[src/rtl/config_pkg.sv]
// Shared constants and types for the Config bus FIFO slave.
package config_pkg;
    localparam int unsigned DATA_WIDTH_DEF = 8;
    localparam int unsigned DEPTH_DEF      = 4;

    typedef logic [DATA_WIDTH_DEF-1:0] data_t;
endpackage

[src/rtl/config_fifo_mem.sv]
// DEPTH x DATA_WIDTH register array with one write port and one registered read port.
module config_fifo_mem
    import config_pkg::*;
#(
    parameter int unsigned DATA_WIDTH = DATA_WIDTH_DEF,
    parameter int unsigned DEPTH      = DEPTH_DEF
) (
    input  logic                       i_clk,
    input  logic                       i_rst,
    input  logic                       i_wr_en,
    input  logic [$clog2(DEPTH)-1:0]   i_wr_addr,
    input  logic [DATA_WIDTH-1:0]      i_wr_data,
    input  logic                       i_rd_en,
    input  logic [$clog2(DEPTH)-1:0]   i_rd_addr,
    output logic [DATA_WIDTH-1:0]      o_rd_data
);
    logic [DATA_WIDTH-1:0] r_mem [DEPTH];
    logic [DATA_WIDTH-1:0] r_rd_data;

    // Storage is deliberately not reset; only the read register is.
    always_ff @(posedge i_clk) begin
        if (i_wr_en) begin
            r_mem[i_wr_addr] <= i_wr_data;
        end
    end

    always_ff @(posedge i_clk) begin
        if (i_rst) begin
            r_rd_data <= '0;
        end else if (i_rd_en) begin
            r_rd_data <= r_mem[i_rd_addr];
        end
    end

    assign o_rd_data = r_rd_data;
endmodule

[src/rtl/config_fifo_slave.sv]
// Config bus slave endpoint: write stream into a FIFO, pop on r_en with 1-cycle read latency,
// plus occupancy and sticky overflow/underflow status.
module config_fifo_slave
    import config_pkg::*;
#(
    parameter int unsigned DATA_WIDTH = DATA_WIDTH_DEF,
    parameter int unsigned DEPTH      = DEPTH_DEF
) (
    input  logic                     clk,
    input  logic                     rst,
    input  logic                     w_en,
    input  logic [DATA_WIDTH-1:0]    write_data,
    input  logic                     r_en,
    output logic [DATA_WIDTH-1:0]    read_data,
    output logic                     rd_valid,
    output logic                     full,
    output logic                     empty,
    output logic [$clog2(DEPTH):0]   count,
    output logic                     overflow,
    output logic                     underflow,
    input  logic                     clr_err
);
    localparam int unsigned PW = $clog2(DEPTH);
    localparam int unsigned CW = PW + 1;

    logic [PW-1:0] r_wr_ptr, r_rd_ptr;
    logic [CW-1:0] r_count;
    logic          r_rd_valid, r_overflow, r_underflow;

    logic          w_full, w_empty, w_push, w_pop, w_ovf_set, w_unf_set;

    assign w_full    = (r_count == CW'(DEPTH));
    assign w_empty   = (r_count == '0);
    assign w_pop     = r_en && !w_empty;
    // A pop in the same cycle frees the slot the push lands in when full.
    assign w_push    = w_en && (!w_full || w_pop);
    assign w_ovf_set = w_en && !w_push;
    assign w_unf_set = r_en && w_empty;

    // Pointers wrap naturally because DEPTH is a power of two.
    always_ff @(posedge clk) begin
        if (rst) begin
            r_wr_ptr    <= '0;
            r_rd_ptr    <= '0;
            r_count     <= '0;
            r_rd_valid  <= 1'b0;
            r_overflow  <= 1'b0;
            r_underflow <= 1'b0;
        end else begin
            if (w_push) r_wr_ptr <= r_wr_ptr + 1'b1;
            if (w_pop)  r_rd_ptr <= r_rd_ptr + 1'b1;
            r_count    <= r_count + CW'(w_push) - CW'(w_pop);
            r_rd_valid <= w_pop;
            if (w_ovf_set)    r_overflow <= 1'b1;
            else if (clr_err) r_overflow <= 1'b0;
            if (w_unf_set)    r_underflow <= 1'b1;
            else if (clr_err) r_underflow <= 1'b0;
        end
    end

    config_fifo_mem #(
        .DATA_WIDTH (DATA_WIDTH),
        .DEPTH      (DEPTH)
    ) u_mem (
        .i_clk     (clk),
        .i_rst     (rst),
        .i_wr_en   (w_push),
        .i_wr_addr (r_wr_ptr),
        .i_wr_data (write_data),
        .i_rd_en   (w_pop),
        .i_rd_addr (r_rd_ptr),
        .o_rd_data (read_data)
    );

    assign rd_valid  = r_rd_valid;
    assign full      = w_full;
    assign empty     = w_empty;
    assign count     = r_count;
    assign overflow  = r_overflow;
    assign underflow = r_underflow;
endmodule

[config.mk]
export PLATFORM = sky130hd
export DESIGN_NAME = config_fifo_slave
export DESIGN_NICKNAME = d
export VERILOG_FILES = /design/src/rtl/config_pkg.sv /design/src/rtl/config_fifo_mem.sv /design/src/rtl/config_fifo_slave.sv
export SDC_FILE = /design/constraint.sdc
export NUM_CORES = 1
export LEC_CHECK = 0
export ABC_AREA = 1
export CAP_MARGIN = 10
export CORE_MARGIN = 5
export CORE_UTILIZATION = 25
export DETAILED_ROUTE_END_ITERATION = 8
export PLACE_DENSITY_LB_ADDON = 0.12
export SLEW_MARGIN = 20
export SYNTH_ARGS = -nofsm -noshare
export SYNTH_HDL_FRONTEND = slang
export SYNTH_SLANG_ARGS = --single-unit
[constraint.sdc]
create_clock -name clk -period 1.8 [get_ports clk]
set_input_delay 0.18 -clock clk [delete_from_list [all_inputs] [get_ports clk]]
set_output_delay 0.18 -clock clk [all_outputs]
set_load 0.02 [all_outputs]
### Word level (Yosys, flattened, before mapping)

Memory sizes are Yosys's and may differ from the RTL's. A register that Yosys moved wholly into a read port is not among the register bits.
Cells that the tools add are included.
Widths: inputs -> output; s select.

* add/sub/neg operators: 4
* eq/ne operators: 1
* multiplexer cells: 5
* reduce and logical (&&, ||, !) cells: 11

Operator list (count)
* $mux 1: 5
* $add 2x1->2 const B: 2
* $logic_and 1x1->1: 4
* $reduce_bool 2->1: 2
* $add 3x1->3: 1
* $eq 3x3->1 const B: 1
* $logic_not 1->1: 3
* $logic_not 3->1: 1
* $sub 3x1->3: 1
* $logic_or 1x1->1: 1

* flip-flop bits (word level): 10
* RAM bits: 32
* bits of input ports: 13
* output and inout port bits: 16
* logic and storage cells: 28
* memories kept: 1

Memory list
* u_mem.r_mem: depth 4, bits a word 8, rd ports 1, clocked after Yosys merged registers in 1, wr ports 1, RTL line config_fifo_mem.sv:17 `logic [DATA_WIDTH-1:0] r_mem [DEPTH];`

### Depth between registers and ports, before layout

* word-level depth: 8
* mapped depth: 10

### Hierarchy

From an unflattened synthesis, not the netlist that was laid out.

* cells, all modules: 195
* area total of the unflattened synthesis: 2068.2 µm²

By module, submodules not included
* config_fifo_mem: instances 1, cells an instance 127, area an instance 1559.0 µm²
* config_fifo_slave: instances 1, cells an instance 68, area an instance 509.2 µm²

### Least setup slack after synthesis

No wires, ideal clock.

* kind: flip-flop to flip-flop
* start point: reg r_count[1] (netlist: count[1])
* end point: reg r_count[2] (netlist: count[2])
* arrival time: 1.706 ns
* required time: 1.683 ns
* slack: -0.023 ns
* stages on the path, launching flop included: 11
* buffers on the path: 1
* cell sequence: dfxtp_1 -> nor2_2 -> nand2_2 -> nand2_2 -> clkbuf_8 -> nand3_1 -> nand2_1 -> ha_1 -> fa_1 -> xor2_1 -> nor2_1

* longest elaborated chain between the ends: 7

RTL lines
* start: declaration: RTL line config_fifo_slave.sv:27 `logic [CW-1:0] r_count;`
* start signal: assignment: RTL line config_fifo_slave.sv:52 `r_count <= r_count + CW'(w_push) - CW'(w_pop);`
* $logic_not 3->1: RTL line config_fifo_slave.sv:33 `assign w_empty = (r_count == '0);`
* $logic_not 1->1: RTL line config_fifo_slave.sv:34 `assign w_pop = r_en && !w_empty;`
* $logic_and 1x1->1: RTL line config_fifo_slave.sv:34
* $logic_or 1x1->1: RTL line config_fifo_slave.sv:36 `assign w_push = w_en && (!w_full || w_pop);`
* $logic_and 1x1->1: RTL line config_fifo_slave.sv:36
* $add 3x1->3: RTL line config_fifo_slave.sv:52
* $sub 3x1->3 (*): RTL line config_fifo_slave.sv:52

Mark *: on every way between the ends. The rest lies on a longest branch, timed or not.
A chain may end at the register's enable or synchronous reset.

### Final worst setup path

Same ends and word-level chain as after synthesis.

==> results.yml <==
global_route:
  grt_max_degree: 19
  initial_antenna_violation_count: 0
  grt_first_pass_wirelength_um: 7760
  vias_in_the_first_global_route: 1493
  grt_overflow: 0
  grtUsageTotal: 0.0906
synthesis:
  synth-adder-area-share: 0.0363
  synth_compound_gate_area_share: 0.0132
  synth.distinct_cells: 21
  synth_top_family_by_area: "simple AND/OR/NAND/NOR gates"
  post_synth_xor_area_fraction: 0.00385
  synthMostInstantiatedCell: "nand2_1"
  synth_register_bits: 50
  sequential_to_total_area_share_from_yosys_stat: 0.581
  synth_flop_cell: "edfxtp_1"
  average_cell_area_after_synthesis_um2: 8.98
  most_numerous_cell_types_in_the_synthesized_netlist: "nand2_1 (67), inv_1 (53), edfxtp_1 (32)"
  synth_warnings: 0
  net_count_synth: 272
  share_of_the_synthesized_area_in_the_top_cell_type: 0.423
  yosys-top-cells-area: "edfxtp_1 (42%), dfxtp_1 (16%), nand2_1 (11%)"
  post_synth_inst_count: 253
  syn-cell-area_um2: 2270
  edff_count_synth: 32
  async_reset_ff_frac: 0
  yosysTopAreaCell: "edfxtp_1"
  synth-simple-area-share: 0.228
  proportion_of_synthesized_area_in_mux_cells: 0
timing:
  max_freq_mhz: 594
  report.final.setup_viol: 0
  finalClockSkew_ns: 0.0119
  timing.final.hold_violations: 0
  fin_crit_sh: 0.936
  timing.final.crit_period_ns: 1.68
  slew_viol_final: 0
  fin_hold_ws_ns: 0.465
  relSlewSlack: 0.759
  grt_setup_unrepaired: "false"
  tightest_slew_ns: 0.359
critical_path:
  cp_data_arrival_time_ns: 1.89
  worst_ep_required_time_ns: 2.01
  reg2reg_setup_slack_ns: 0.12
  setup.worst_path.class: "register to register"
  reg2reg_depth: 9
  timing.critical_path.mode_cell: "nand2_4"
  worstSetupEndpointType: "register"
  regToRegStartpoint: "count[1]"
  critPathLaunchType: "register"
  worst-path-max-fanout: 4
  cp_cell_sequence: "nor2_4 -> nand2_4 -> nand2_4 -> or2_4 -> nand2_1 -> ha_1 -> fa_1 -> xor2_1 -> nor2_1"
  r2r-end: "count[2]"
  cpMaxStageDelayCell: "dfxtp_4"
  cp_slowest_stage_delay_ns: 0.37
hold_path:
  timing.hold.worst_endpoint: "overflow"
  whs_path_depth: 2
  hp-class: "register to register"
  timing.hold.worst.start: "overflow"
place:
  io_buffers: 28
  post_dp_cell_area_um2: 2710
  dp_wirelength_um: 3320
  globalplace.congestion: 0.717
die:
  die_area_um2: 11100
  std_cell_rows: 34
  floorplan.initialDensity: 0.258
  width_of_the_die_um: 105
  design.core.area_um2: 8810
  ios: 29
  dieHeight_um: 105
detailed_routing:
  route.detailed.wl_per_inst_um: 11.8
  drt-vias-per-instance: 3.92
  detail_route.first_pass.iterations: 4
  route.vias.total: 1583
  drt_drc_violations_left: 0
  antenna_left: 0
  drt_iter0_drc: 45
  wl_um: 4760
finish:
  antennaDiodeCount: 0
  post_route_standard_cell_area_excluding_fillers_um2: 2820
  final_nets: 314
  final_layout_size_suffix_gt1_frac: 0.115
  layout.filler_cells: 919
  flow.area_growth_from_synthesis_pct: 24.0
pwr:
  power.ir.vdd_worst_uv: 382
  powerDensity_nw_per_um2: 1280
  p_leak_nw: 1.28
clock_tree:
  clkSlewWorstSetupHoldPaths_ns: 0.09
  max-clock-path-buffers: 2
  cts_root_buf: "clkbuf_8"
  cts_tree: "built"
  clk_latency_ns: 0.31
  numClockSinks: 50
  numCtsBuffers: 5
  h_tree_depth: 2
outcome:
  outcome: "finished, final reports clean"
flow_run:
  cap_viol_max_count: 0
-- power by group --
part           switching, mW  internal, mW
registers              0.120          1.42
clock network          0.369         0.268
logic                  0.825         0.595
-- critical path: cells and delay by family (launching register included) --
| kind | cells | cell delay (ns) |
|---|---|---|
| simple gates | 6 | 0.50 |
| flops | 1 | 0.37 |
| xor+xnor | 1 | 0.15 |
| fa+ha+maj | 2 | 0.56 |
-- cell type report --
class | instances | area [um^2] | share of cell area
Sequential cell | 50 | 1330 | 0.471
Multi-Input combinational cell | 138 | 657 | 0.233
Timing Repair Buffer | 43 | 394 | 0.140
Inverter | 57 | 221 | 0.0786
Tap cell | 108 | 135 | 0.0480
Clock buffer | 6 | 72.6 | 0.0258
Clock inverter | 2 | 8.76 | 0.00311
-- what timing repair did --
item | 4_1_cts | 5_1_grt
resized for setup | 1 | 6
buffers inserted | 0 | 0
hold buffers | 0 | 0
endpoints found under the setup margin | 1 | 3
-- metal layers --
metal | global-route usage | wire (um)
met2 | 0.142 | 2110
met5 | 0 | 0
met3 | 0.0251 | 237
met4 | 0.0394 | 91
met1 | 0.117 | 2320
-- flip-flops by register name, summed over array words and instances, names as in the netlist --
signal and count:
r_wr_ptr 2, overflow 1, rd_valid 1, underflow 1, u_mem.r_mem 32, u_mem.o_rd_data 8, r_rd_ptr 2, count 3
-- cells by family after synthesis --
group | count (synthesis)
AO/OA/AOI/OAI | 6
adder cells (fa/ha/maj) | 6
XOR/XNOR | 1
flip-flops | 50
buffers and inverters | 65
AND/OR/NAND/NOR | 125
-- cell usage in the layout, fill, tap and decap left out, types with 2 or more instances in the layout --
cell	count
nand2_2	4
clkinv_1	3
nor2_1	27
a21oi_1	6
clkdlybuf4s50_1	26
nand3_1	23
ha_1	5
buf_4	15
nand2_4	2
dfxtp_2	2
nand2_1	67
inv_1	53
edfxtp_1	32
clkbuf_8	5
dfxtp_1	15
-- stage by stage --
step	setup WS, ns	setup TNS, ns	util	total power, mW	cells
CTS	0.0168	0	0.317	3.63	404
global placement	-0.0598	-0.102	0.308	2.98	396
global route	0.0176	0	0.320	3.89	404
finish	0.115	0	0.320	3.59	404
detailed placement	-0.110	-0.202	0.308	2.98	396
floorplan	0.0742	0	-	2.50	253
-- how the worst max path moves through the flow --
stage               slack (ns)      from        to
CTS                       0.02  count[1]  count[2]
finish                    0.12  count[1]  count[2]
global placement         -0.06      r_en  count[1]
floorplan                 0.07  count[1]  count[2]
global route              0.02  count[1]  count[2]
detailed placement       -0.11      r_en  count[1]
Note: power is estimated with default switching activity, not from simulation.
